[src/rtl/inner_prod_accum.sv]
// Frame accumulator behind the 3-element inner-product unit: sums one beat per handshake into a
// wide dot product and presents one registered result per frame. Define INNER_PROD_ACC_SAT_EN for a saturating accumulator.
module inner_prod_accum #(
    parameter int IN_W      = 17,
    parameter int ACC_W     = 24,
    parameter int MAX_BEATS = 64,
    parameter int CNT_W     = 7
) (
    input  logic             clk,
    input  logic             rst_n,
    input  logic [IN_W-1:0]  in_p,
    input  logic             in_valid,
    input  logic             in_last,
    output logic             in_ready,
    output logic [ACC_W-1:0] out_sum,
    output logic [CNT_W-1:0] out_count,
    output logic             out_ovf,
    output logic             out_trunc,
    output logic             out_valid,
    input  logic             out_ready
);

    typedef enum logic [1:0] {IDLE, ACCUM, HOLD} state_t;

    localparam logic [CNT_W-1:0] MAX_CNT = CNT_W'(MAX_BEATS);

    state_t           state_reg, state_next;
    logic [ACC_W-1:0] acc_reg, acc_next;
    logic [CNT_W-1:0] cnt_reg, cnt_next;
    logic             ovf_reg, ovf_next;
    logic             accept, close;
    logic [ACC_W-1:0] in_ext;
    logic [ACC_W:0]   sum_wide;

    assign in_ext   = ACC_W'(in_p);
    assign accept   = in_valid && in_ready;
    assign sum_wide = {1'b0, acc_reg} + {1'b0, in_ext};

    // Datapath next values and the frame-close decision.
    always_comb begin
        acc_next = acc_reg;
        cnt_next = cnt_reg;
        ovf_next = ovf_reg;
        close    = 1'b0;
        case (state_reg)
            IDLE: begin
                if (accept) begin
                    acc_next = in_ext;
                    cnt_next = CNT_W'(1);
                    ovf_next = 1'b0;
                    close    = in_last || (MAX_BEATS == 1);
                end
            end
            ACCUM: begin
                if (accept) begin
                    cnt_next = cnt_reg + CNT_W'(1);
                    ovf_next = ovf_reg | sum_wide[ACC_W];
`ifdef INNER_PROD_ACC_SAT_EN
                    // Once clamped the frame stays clamped, even if later beats would not carry.
                    acc_next = ovf_next ? {ACC_W{1'b1}} : sum_wide[ACC_W-1:0];
`else
                    acc_next = sum_wide[ACC_W-1:0];
`endif
                    close    = in_last || (cnt_next == MAX_CNT);
                end
            end
            HOLD: begin
                if (out_ready) begin
                    acc_next = '0;
                    cnt_next = '0;
                    ovf_next = 1'b0;
                end
            end
            default: begin
                acc_next = '0;
                cnt_next = '0;
                ovf_next = 1'b0;
            end
        endcase
    end

    always_ff @(posedge clk or negedge rst_n) begin
        if (!rst_n) begin
            state_reg <= IDLE;
        end else begin
            state_reg <= state_next;
        end
    end

    always_comb begin
        state_next = state_reg;
        case (state_reg)
            IDLE:    if (accept) state_next = close ? HOLD : ACCUM;
            ACCUM:   if (accept && close) state_next = HOLD;
            HOLD:    if (out_ready) state_next = IDLE;
            default: state_next = IDLE;
        endcase
    end

    // No skid buffer: upstream is stalled for the whole time a result is held.
    always_comb begin
        in_ready = (state_reg != HOLD);
    end

    always_ff @(posedge clk or negedge rst_n) begin
        if (!rst_n) begin
            acc_reg   <= '0;
            cnt_reg   <= '0;
            ovf_reg   <= 1'b0;
            out_sum   <= '0;
            out_count <= '0;
            out_ovf   <= 1'b0;
            out_trunc <= 1'b0;
            out_valid <= 1'b0;
        end else begin
            acc_reg <= acc_next;
            cnt_reg <= cnt_next;
            ovf_reg <= ovf_next;
            if (accept && close) begin
                out_sum   <= acc_next;
                out_count <= cnt_next;
                out_ovf   <= ovf_next;
                out_trunc <= !in_last;
                out_valid <= 1'b1;
            end else if (state_reg == HOLD && out_ready) begin
                out_valid <= 1'b0;
            end
        end
    end

endmodule

[config.mk]
export PLATFORM = sky130hd
export DESIGN_NAME = inner_prod_accum
export DESIGN_NICKNAME = d
export VERILOG_FILES = /design/src/rtl/inner_prod_accum.sv
export SDC_FILE = /design/constraint.sdc
export NUM_CORES = 1
export LEC_CHECK = 0
export ABC_AREA = 0
export BUFFER_PORTS_ARGS = -buffer_cell sky130_fd_sc_hd__buf_2
export CORE_ASPECT_RATIO = 1.5
export CORE_MARGIN = 2
export CORE_UTILIZATION = 60
export CTS_CLUSTER_SIZE = 16
export DETAILED_ROUTE_END_ITERATION = 16
export GPL_TIMING_DRIVEN = 0
export PLACE_DENSITY = 0.83
export SYNTH_ARGS = -nofsm -noshare
export SYNTH_HDL_FRONTEND = slang
export SYNTH_SLANG_ARGS = --single-unit
export TNS_END_PERCENT = 1
[constraint.sdc]
create_clock -name clk -period 4.8 [get_ports clk]
set_clock_uncertainty 0.2 [all_clocks]
set_input_delay 0.24 -clock clk [delete_from_list [all_inputs] [get_ports clk]]
set_output_delay 0.24 -clock clk [all_outputs]
set_load 0.02 [all_outputs]
==> key figures, run 1 <==
Run status
  – Status: completed

Cells and area
  – Highest-count cells in the layout ignoring fill and taps: 68 x dfrtp_1, 62 x buf_2, 45 x nand2_1, 38 x a21oi_1, 35 x o21ai_0
  – Ratio of cells with drive above 1 in the final layout: 0.231
  – Layout area overhead: 15.4%
  – Multi-input logic area: around 2300 µm²
  – Number of fill cells: between 500 and 600
  – Commonest non-fill, non-tap cell in the layout: dfrtp_1
  – # diodes: 0
  – Final #Nets: 552
  – Sequential Area: 1700 µm²

Power
  – Cell Pwr Density: 561 nW/µm²
  – VDD IR-drop max: 0.000381 V
  – Leakage: 2.31 nW
  – Power after layout: ~2.7 mW

GRT
  – Vias in the first global route: 3763
  – Gr ovfl total: 0
  – Wire length of the first global-routing pass: 17.5 mm
  – Largest net degree at the start of global routing: between 60 and 70
  – All-layer global routing usage: 0.294
  – Initial antenna violation count: 0

Floorplanning
  – FP Rows: 37
  – # IOs: 57
  – Die height: 106 µm
  – Die Width: approximately 72 µm
  – Core area: 6810 µm²
  – Starting density of the core: 0.612
  – Die area: 7640 µm²

Drt
  – TritonRoute pass-1 iters: 7
  – Post-Route WL: 10.6 mm
  – Number of vias per cell: approximately 6.4
  – DR WL/cell: 17.8 µm
  – DRC Markers: 0
  – Detailed-route via count: around 3.8k
  – Drt first-iter violations: between 150 and 200
  – Routed Antenna Nets: 0

STA
  – Max Fclk: 318 MHz
  – Crit path time final: 3140 ps
  – RSZ-0062 raised after global routing: no
  – Max-slew violation count: 0
  – Final Hold Viols: 0
  – Final Setup Violations: 0
  – Ratio of final minimum period to clock period: 0.654
  – Setup TNS: 0 ps
  – Worst Max-Slew Pin Slew: 967 ps
  – Worst slew margin: 0.351

Critical path
  – FF-to-FF Start: acc_reg[0]$_DFF_PN0_
  – Endpoint arrival time on the critical path: 3180 ps
  – CP cell instances: ha_1 > inv_1 > fa_1 > and2b_1 > o2111ai_1 > a21oi_2 > o21ai_2 > nor4b_1 > o32a_1 > mux2_2
  – Worst setup EP type: register
  – CP max-delay cell: o32a_1
  – WP data required: 4840 ps
  – Setup crit start: acc_reg[0]$_DFF_PN0_
  – CP Depth: 10
  – Reg-to-reg endpoint: out_sum[20]$_DFFE_PN0P_
  – Crit path kind: register to register
  – CP peak stage delay: 410 ps
  – Worst Path Buf+Inv: 1
  – CP endpoint: out_sum[20]$_DFFE_PN0P_
  – Delay-heaviest family, CP: compound AO/OA/AOI/OAI gates
  – CP startpoint kind: register
  – Worst-path maximum fanout: 9
  – R2R cell count: 10
  – Internal reg-to-reg setup slack: 1660 ps

Worst hold path
  – Hold Startpoint: in_p[6]
  – Hold Path Class: primary input to register

Logic synthesis
  – Syn Nets: between 400 and 500
  – Synthesized area: 4160 µm²
  – Synth Area in Compound Gates: 0.225
  – Largest family of logic cells by synthesized area: compound AO/OA/AOI/OAI gates
  – Post-synthesis sequential area ratio: 0.409
  – Simple-gate portion of the synthesized area: 0.157
  – Number of library cell types mapped by synthesis: 68
  – Syn Inst Count: 438
  – Flop and latch count out of synthesis: a little under 70
  – Xor/xnor cell area share of the yosys netlist: 0.0316
  – Post-synthesis mux area share: 0.0826
  – Syn avg cell area: 9.51 µm²
  – Number of enable flip-flop cells after synthesis: 0
  – Post-synth ARST share: 1.00
  – Synth Flop Type: dfrtp_1
  – Adder-cell share of the synthesized area: 0.0619
  – Syn. warnings: 0

Clocking
  – Num Clock Sinks: 68
  – Clock latency on the worst-skew pair: 350 ps
  – CTS tree: done
  – Post-CTS Setup Inserts: 0
  – Post-cts resize count: 0
  – CTS buffer count: 9
  – Register clock-pin slew on the reported worst setup and hold paths: 80 ps
  – Hold Buf Count CTS: 5
  – Max clock buf depth: 2
  – H-Tree Depth: 3
  – CTS root buf: clkbuf_8

Placed design
  – Port Buffers: 56
  – GPL Wtd Cong: 0.945
  – Final HPWL DP: between 7 and 8 mm

Job
  – MaxCap Viol Count: 0
cells in the mapped netlist, types with 3 or more instances:
cell type  instances  area, µm²
a21oi_1           38        190
buf_2              7       35.0
inv_1             12       45.0
a22oi_1           10       75.1
clkbuf_1           9       33.8
a32oi_1            3       26.3
a21o_1             7       52.6
nand2_1           45        169
o211a_1            3       30.0
xnor2_1            6       52.6
and3_1            11       68.8
mux2i_1            7       70.1
xor2_1             9       78.8
a31oi_1            6       37.5
or3_1              3       18.8
nor3_1             5       25.0
ha_1              19        238
mux2_2            23        259
o21ai_0           35        175
nand2b_1           5       31.3
nand4_1            6       37.5
a211oi_1           3       22.5
or2_2              4       25.0
and2_1             4       25.0
o211ai_1           3       22.5
nor2_1            26       97.6
dfrtp_1           68       1700
nand3_1           14       70.1
report_power, final:
group	total (mW)	internal [mW]	switching (mW)
clock network	0.497	0.269	0.228
registers	0.831	0.736	0.0954
logic	1.37	0.522	0.844
total	2.69	1.53	1.17
per-stage QoR:
stage | cell area [µm²] | utilization | hold WS, ps | cells | setup WS (ps)
5_1_grt | 4810 | 0.706 | 23.1 | 593 | 1530
2_1_floorplan | 4160 | - | -256 | 438 | 2070
3_5_place_dp | 4540 | 0.668 | 209 | 572 | 1740
6_report | 4810 | 0.706 | 14.7 | 593 | 1660
3_3_place_gp | 4540 | 0.667 | 271 | 572 | 1800
4_1_cts | 4810 | 0.706 | 0.377 | 593 | 1690
logic make-up after synthesis:
group	Yosys count
DFF	68
and+or+nand+nor	134
muxes	31
buffers and inverters	32
xor gates and xnor gates	15
AOI/OAI and AO/OA	138
adders and majority gates	20
layer usage:
layer | GRT usage | wire length (µm)
met5 | 0 | 0
met1 | 0.333 | 4060
met4 | 0.186 | 589
met3 | 0.0550 | 564
met2 | 0.499 | 5350
worst min-delay path by stage:
| stage | to | slack [ps] | cells after the start |
|---|---|---|---|
| after detailed placement | out_sum[18]$_DFFE_PN0P_ | 210 | 1 |
| after global routing | acc_reg[6]$_DFF_PN0_ | 20 | 3 |
| after global placement | out_trunc$_DFFE_PN0P_ | 270 | 1 |
| after floorplan | acc_reg[0]$_DFF_PN0_ | -260 | 0 |
| final | acc_reg[6]$_DFF_PN0_ | 10 | 3 |
| after CTS | acc_reg[6]$_DFF_PN0_ | 0.4 | 3 |
tightest hold or removal path: cells and delay by family:
kind                   cells  cell delay (ps)
buffers and inverters      1               90
AOI/OAI and AO/OA          2              180
layout make-up:
cell class                      count  share of cell area
Multi-Input combinational cell    338               0.484
Inverter                           13              0.0102
Clock inverter                      5              0.0125
Sequential cell                    68               0.354
Timing Repair Buffer               61              0.0693
Clock buffer                       11              0.0315
Buffer                             19              0.0185
Tap cell                           78              0.0203
Note: power is estimated with default switching activity, not from simulation.
==> inputs of run 2 (changes only) <==
--- a/config.mk
+++ b/config.mk
@@ -5,15 +5,15 @@
 export SDC_FILE = /design/constraint.sdc
 export NUM_CORES = 1
 export LEC_CHECK = 0
-export ABC_AREA = 0
+export ABC_AREA = 1
 export BUFFER_PORTS_ARGS = -buffer_cell sky130_fd_sc_hd__buf_2
 export CORE_ASPECT_RATIO = 1.5
 export CORE_MARGIN = 2
-export CORE_UTILIZATION = 60
+export CORE_UTILIZATION = 53
 export CTS_CLUSTER_SIZE = 16
 export DETAILED_ROUTE_END_ITERATION = 16
 export GPL_TIMING_DRIVEN = 0
-export PLACE_DENSITY = 0.83
+export PLACE_DENSITY = 0.77
 export SYNTH_ARGS = -nofsm -noshare
 export SYNTH_HDL_FRONTEND = slang
 export SYNTH_SLANG_ARGS = --single-unit
==> constraint.sdc (replaced) <==
create_clock -name clk -period 2.8 [get_ports clk]
set_clock_uncertainty 0.2 [all_clocks]
set_input_delay 0.14 -clock clk [delete_from_list [all_inputs] [get_ports clk]]
set_output_delay 0.14 -clock clk [all_outputs]
set_load 0.02 [all_outputs]
==> run 2 against run 1 <==
Effect of this change:
- largest power group unchanged
- utilization shrank 6.7 points
- register-to-register slack got worse by 1300 ps
- non-clock buffer count is 1 higher
- die area up 22%
- first-iteration DRC count increased by 61%
- power is 85% higher
- area after synthesis is 9.1% higher
- wire length up 30%
- worst setup slack worse by 1400 ps
- via count increased by 24%
==> key figures, run 2 <==
Run status
  – Status: completed (unchanged)

Critical path
  – Crit path kind: primary input to register (was register to register)
  – WP data required: 2870 ps (was 4840 ps)
  – Most used cell along the critical path: nand2_1
  – Worst Path Buf+Inv: 4 (was 1)
  – Delay-heaviest family, CP: simple AND/OR/NAND/NOR gates (was compound AO/OA/AOI/OAI gates)
  – Worst-path maximum fanout: 3 (was 9)
  – CP max-delay cell: dlygate4sd3_1 (was o32a_1)
  – Endpoint arrival time on the critical path: 2620 ps (was 3180 ps)
  – CP peak stage delay: 530 ps (was 410 ps)
  – CP startpoint kind: primary input (was register)
  – Worst setup EP type: register (unchanged)
  – CP cell instances: dlygate4sd3_1 > buf_2 > ha_1 > inv_1 > fa_1 > inv_1 > nand2_1 > nand2_1 > and2_1 > nand3b_1 > nand3_1 > nand2_1 > nand2_1 > nand3_1 > nand2_1 > nand2_1 > nand2_1 (was ha_1 > inv_1 > fa_1 > and2b_1 > o2111ai_1 > a21oi_2 > o21ai_2 > nor4b_1 > o32a_1 > mux2_2)

Logic synthesis
  – Xor/xnor cell area share of the yosys netlist: 0.00964 (was 0.0316)
  – Syn. warnings: 0 (unchanged)
  – Post-synthesis sequential area ratio: 0.374 (was 0.409)
  – Syn Inst Count: 698 (was 438)
  – Synth Area in Compound Gates: 0.0840 (was 0.225)
  – Area leader, netlist: dfrtp_1 (unchanged)
  – Synthesized area: 4540 µm² (was 4160 µm²)
  – Syn Nets: 740 (was 480)
  – Number of library cell types mapped by synthesis: 33 (was 68)
  – Yosys top cell area share: 0.374 (was 0.409)
  – Post-synthesis mux area share: 0 (was 0.0826)
  – Syn avg cell area: 6.51 µm² (was 9.51 µm²)
  – Top post-synthesis cells by count: 340 x nand2_1, 78 x inv_1, 68 x dfrtp_1 (was 68 x dfrtp_1, 45 x nand2_1, 38 x a21oi_1)
  – Most numerous cell in the Yosys netlist: nand2_1 (was dfrtp_1)
  – Area contributors post-synth: dfrtp_1 37%, nand2_1 28%, inv_1 6.4% (was dfrtp_1 41%, mux2_2 6.2%, ha_1 5.7%)
  – Flop and latch count out of synthesis: 68 (unchanged)
  – Simple-gate portion of the synthesized area: 0.387 (was 0.157)
  – Post-synth ARST share: 1.00 (unchanged)
  – Largest family of logic cells by synthesized area: simple AND/OR/NAND/NOR gates (was compound AO/OA/AOI/OAI gates)
  – Synth Flop Type: dfrtp_1 (unchanged)
  – Adder-cell share of the synthesized area: 0.0567 (was 0.0619)
  – Number of enable flip-flop cells after synthesis: 0 (unchanged)

Clocking
  – CTS tree: done (unchanged)
  – Num Clock Sinks: 68 (unchanged)
  – H-Tree Depth: 3 (unchanged)
  – Clock latency on the worst-skew pair: 340 ps (was 350 ps)
  – CTS buffer count: 9 (unchanged)
  – CTS root buf: clkbuf_16 (was clkbuf_8)
  – Max clock buf depth: 2 (unchanged)
  – Register clock-pin slew on the reported worst setup and hold paths: 50 ps (was 80 ps)

STA
  – RSZ-0062 raised after global routing: no (unchanged)
  – Crit path time final: 2540 ps
  – Final worst slack: 257 ps (was 1660 ps)
  – Max Fclk: roughly 390 MHz
  – Setup TNS: 0 ps (unchanged)
  – Max-slew violation count: 0 (unchanged)
  – Worst Max-Slew Pin Slew: 882 ps (was 967 ps)
  – Ratio of final minimum period to clock period: 0.908
  – Final Setup Violations: 0 (unchanged)
  – Final Hold Viols: 0 (unchanged)
  – Worst slew margin: 0.412 (was 0.351)

Drt
  – DRC Markers: 0 (unchanged)
  – Drt first-iter violations: 303 (was 188)
  – TritonRoute pass-1 iters: 5 (was 7)
  – Routed Antenna Nets: 0 (unchanged)
  – DR WL/cell: 15.4 µm (was 17.8 µm)
  – Detailed-route via count: 4690 (was 3773)
  – Number of vias per cell: 5.29 (was 6.36)
  – Post-Route WL: 13.7 mm (was 10.6 mm)

Cells and area
  – Final #Nets: 816 (was 552)
  – Ratio of cells with drive above 1 in the final layout: 0.116 (was 0.231)
  – Utilization after layout: 0.640 (was 0.706)
  – # diodes: 0 (unchanged)
  – Commonest non-fill, non-tap cell in the layout: nand2_1 (was dfrtp_1)
  – Layout area overhead: 17.7% (was 15.4%)
  – Highest-count cells in the layout ignoring fill and taps: 340 x nand2_1, 78 x inv_1, 68 x dfrtp_1, 64 x buf_2, 43 x nand3_1 (was 68 x dfrtp_1, 62 x buf_2, 45 x nand2_1, 38 x a21oi_1, 35 x o21ai_0)

GRT
  – Initial antenna violation count: 0 (unchanged)
  – Largest net degree at the start of global routing: 69 (unchanged)
  – Vias in the first global route: 4680 (was 3763)
  – All-layer global routing usage: 0.310 (was 0.294)
  – Wire length of the first global-routing pass: 22.6 mm (was 17.5 mm)
  – Gr ovfl total: 0 (unchanged)

Job
  – MaxCap Viol Count: 0 (unchanged)

Floorplanning
  – # IOs: 57 (unchanged)
  – Die Width: 79.6 µm (was 72.0 µm)
  – Die height: 117 µm (was 106 µm)
  – FP Rows: 41 (was 37)
  – Die area: 9350 µm² (was 7640 µm²)
  – Starting density of the core: 0.543 (was 0.612)
  – Core area: 8360 µm² (was 6810 µm²)

Power
  – Cell Pwr Density: 934 nW/µm² (was 561 nW/µm²)
  – Leakage: 3.11 nW (was 2.31 nW)
  – VDD IR-drop max: 0.000513 V (was 0.000381 V)

Placed design
  – Port Buffers: 56 (unchanged)
  – Final HPWL DP: 10.4 mm (was 7.75 mm)
  – Pre-CTS setup slack: 379 ps (was 1740 ps)
  – GPL Wtd Cong: 0.948 (was 0.945)

Worst hold path
  – Hold Path Class: primary input to register (unchanged)
run 2: cell types whose count changed in the layout (fill, tap and decap cells not counted), moves of 9 or more:
cell | previous run | this run
nand2_1 | 45 | 340
inv_1 | 12 | 78
nand3_1 | 14 | 43
mux2_2 | 23 | 0
and3_1 | 11 | 0
o21ai_0 | 35 | 24
clkbuf_8 | 11 | 1
clkbuf_16 | 0 | 9
run 2: kinds of logic (layout without fill, tap and decap cells):
kind of cell | count (synthesis) | in the layout
adders and majority gates | 20 | 20
and+or+nand+nor | 437 | 437
AOI/OAI and AO/OA | 70 | 70
DFF | 68 | 68
buffers and inverters | 98 | 179
xor gates and xnor gates | 5 | 5
run 2: timing repair:
item / 4_1_cts / 5_1_grt
setup endpoints to repair: 0 / 0
buffers inserted: 0 / 0
hold buffers: 9 / 0
gates resized for setup: 0 / 0
hold endpoints to repair: 77 / 0
run 2: worst register-to-register path, cell delays in order (launching register included):
cell      delay, ps
dfrtp_1         370
ha_1            230
inv_1            70
fa_1            390
inv_1           120
nand2_1          80
nand2_1          80
and2_1          190
nand3b_1        100
nand3_1         170
nand2_1          70
nand2_1          80
nand3_1          60
nand2_1         100
nand2_1          50
nand2_1          50
run 2: power breakdown:
part	internal (mW)	leakage, nW	switching (mW)	total [mW]
registers	1.28	0.896	0.205	1.49
clock network	0.716	0.140	0.422	1.14
logic	0.759	2.08	1.61	2.37
total	2.76	3.11	2.23	4.99
run 2: path summary, 6_finish.rpt:
kind	end	cells after the start	slack [ps]	startpoint
worst max-delay path	out_sum[20]$_DFFE_PN0P_	17	260	in_p[0]
max in group asynchronous	acc_reg[9]$_DFF_PN0_	2	1550	rst_n
worst min-delay path	acc_reg[1]$_DFF_PN0_	3	20	in_valid
min in group asynchronous	acc_reg[6]$_DFF_PN0_	2	230	rst_n
worst max register to register	out_sum[20]$_DFFE_PN0P_	15	340	acc_reg[0]$_DFF_PN0_
worst min register to register	out_sum[17]$_DFFE_PN0P_	2	270	out_sum[17]$_DFFE_PN0P_
run 2: per-layer routing:
metal	GRT usage	vias up	wire (µm)	share of wire
met5	0	-	0	0
li1	-	2346	-	-
met1	0.364	2207	5730	0.42
met3	0.0315	28	374	0.027
met2	0.561	109	7220	0.53
met4	0.122	0	360	0.026
run 2: metrics by stage:
step | cell area, µm² | total power [mW] | instances | hold slack [ps]
floorplan | 4540 | 3.10 | 698 | -356
global placement | 4960 | 3.76 | 861 | 179
detailed placement | 4960 | 3.82 | 861 | 117
CTS | 5350 | 4.98 | 886 | 16.5
global route | 5350 | 5.36 | 886 | 49.1
finish | 5350 | 4.99 | 886 | 21.7
run 2: final cells by class:
| cell class | count | area (µm²) |
|---|---|---|
| clock buffers | 13 | 250 |
| multi-input cells | 532 | 2440 |
| plain buffers | 16 | 93.8 |
| inverters | 82 | 309 |
| flip-flops and latches | 68 | 1700 |
| well taps | 107 | 134 |
| repair buffers | 65 | 373 |
| clock inverters | 3 | 46.3 |
| fillers | 780 | 3010 |
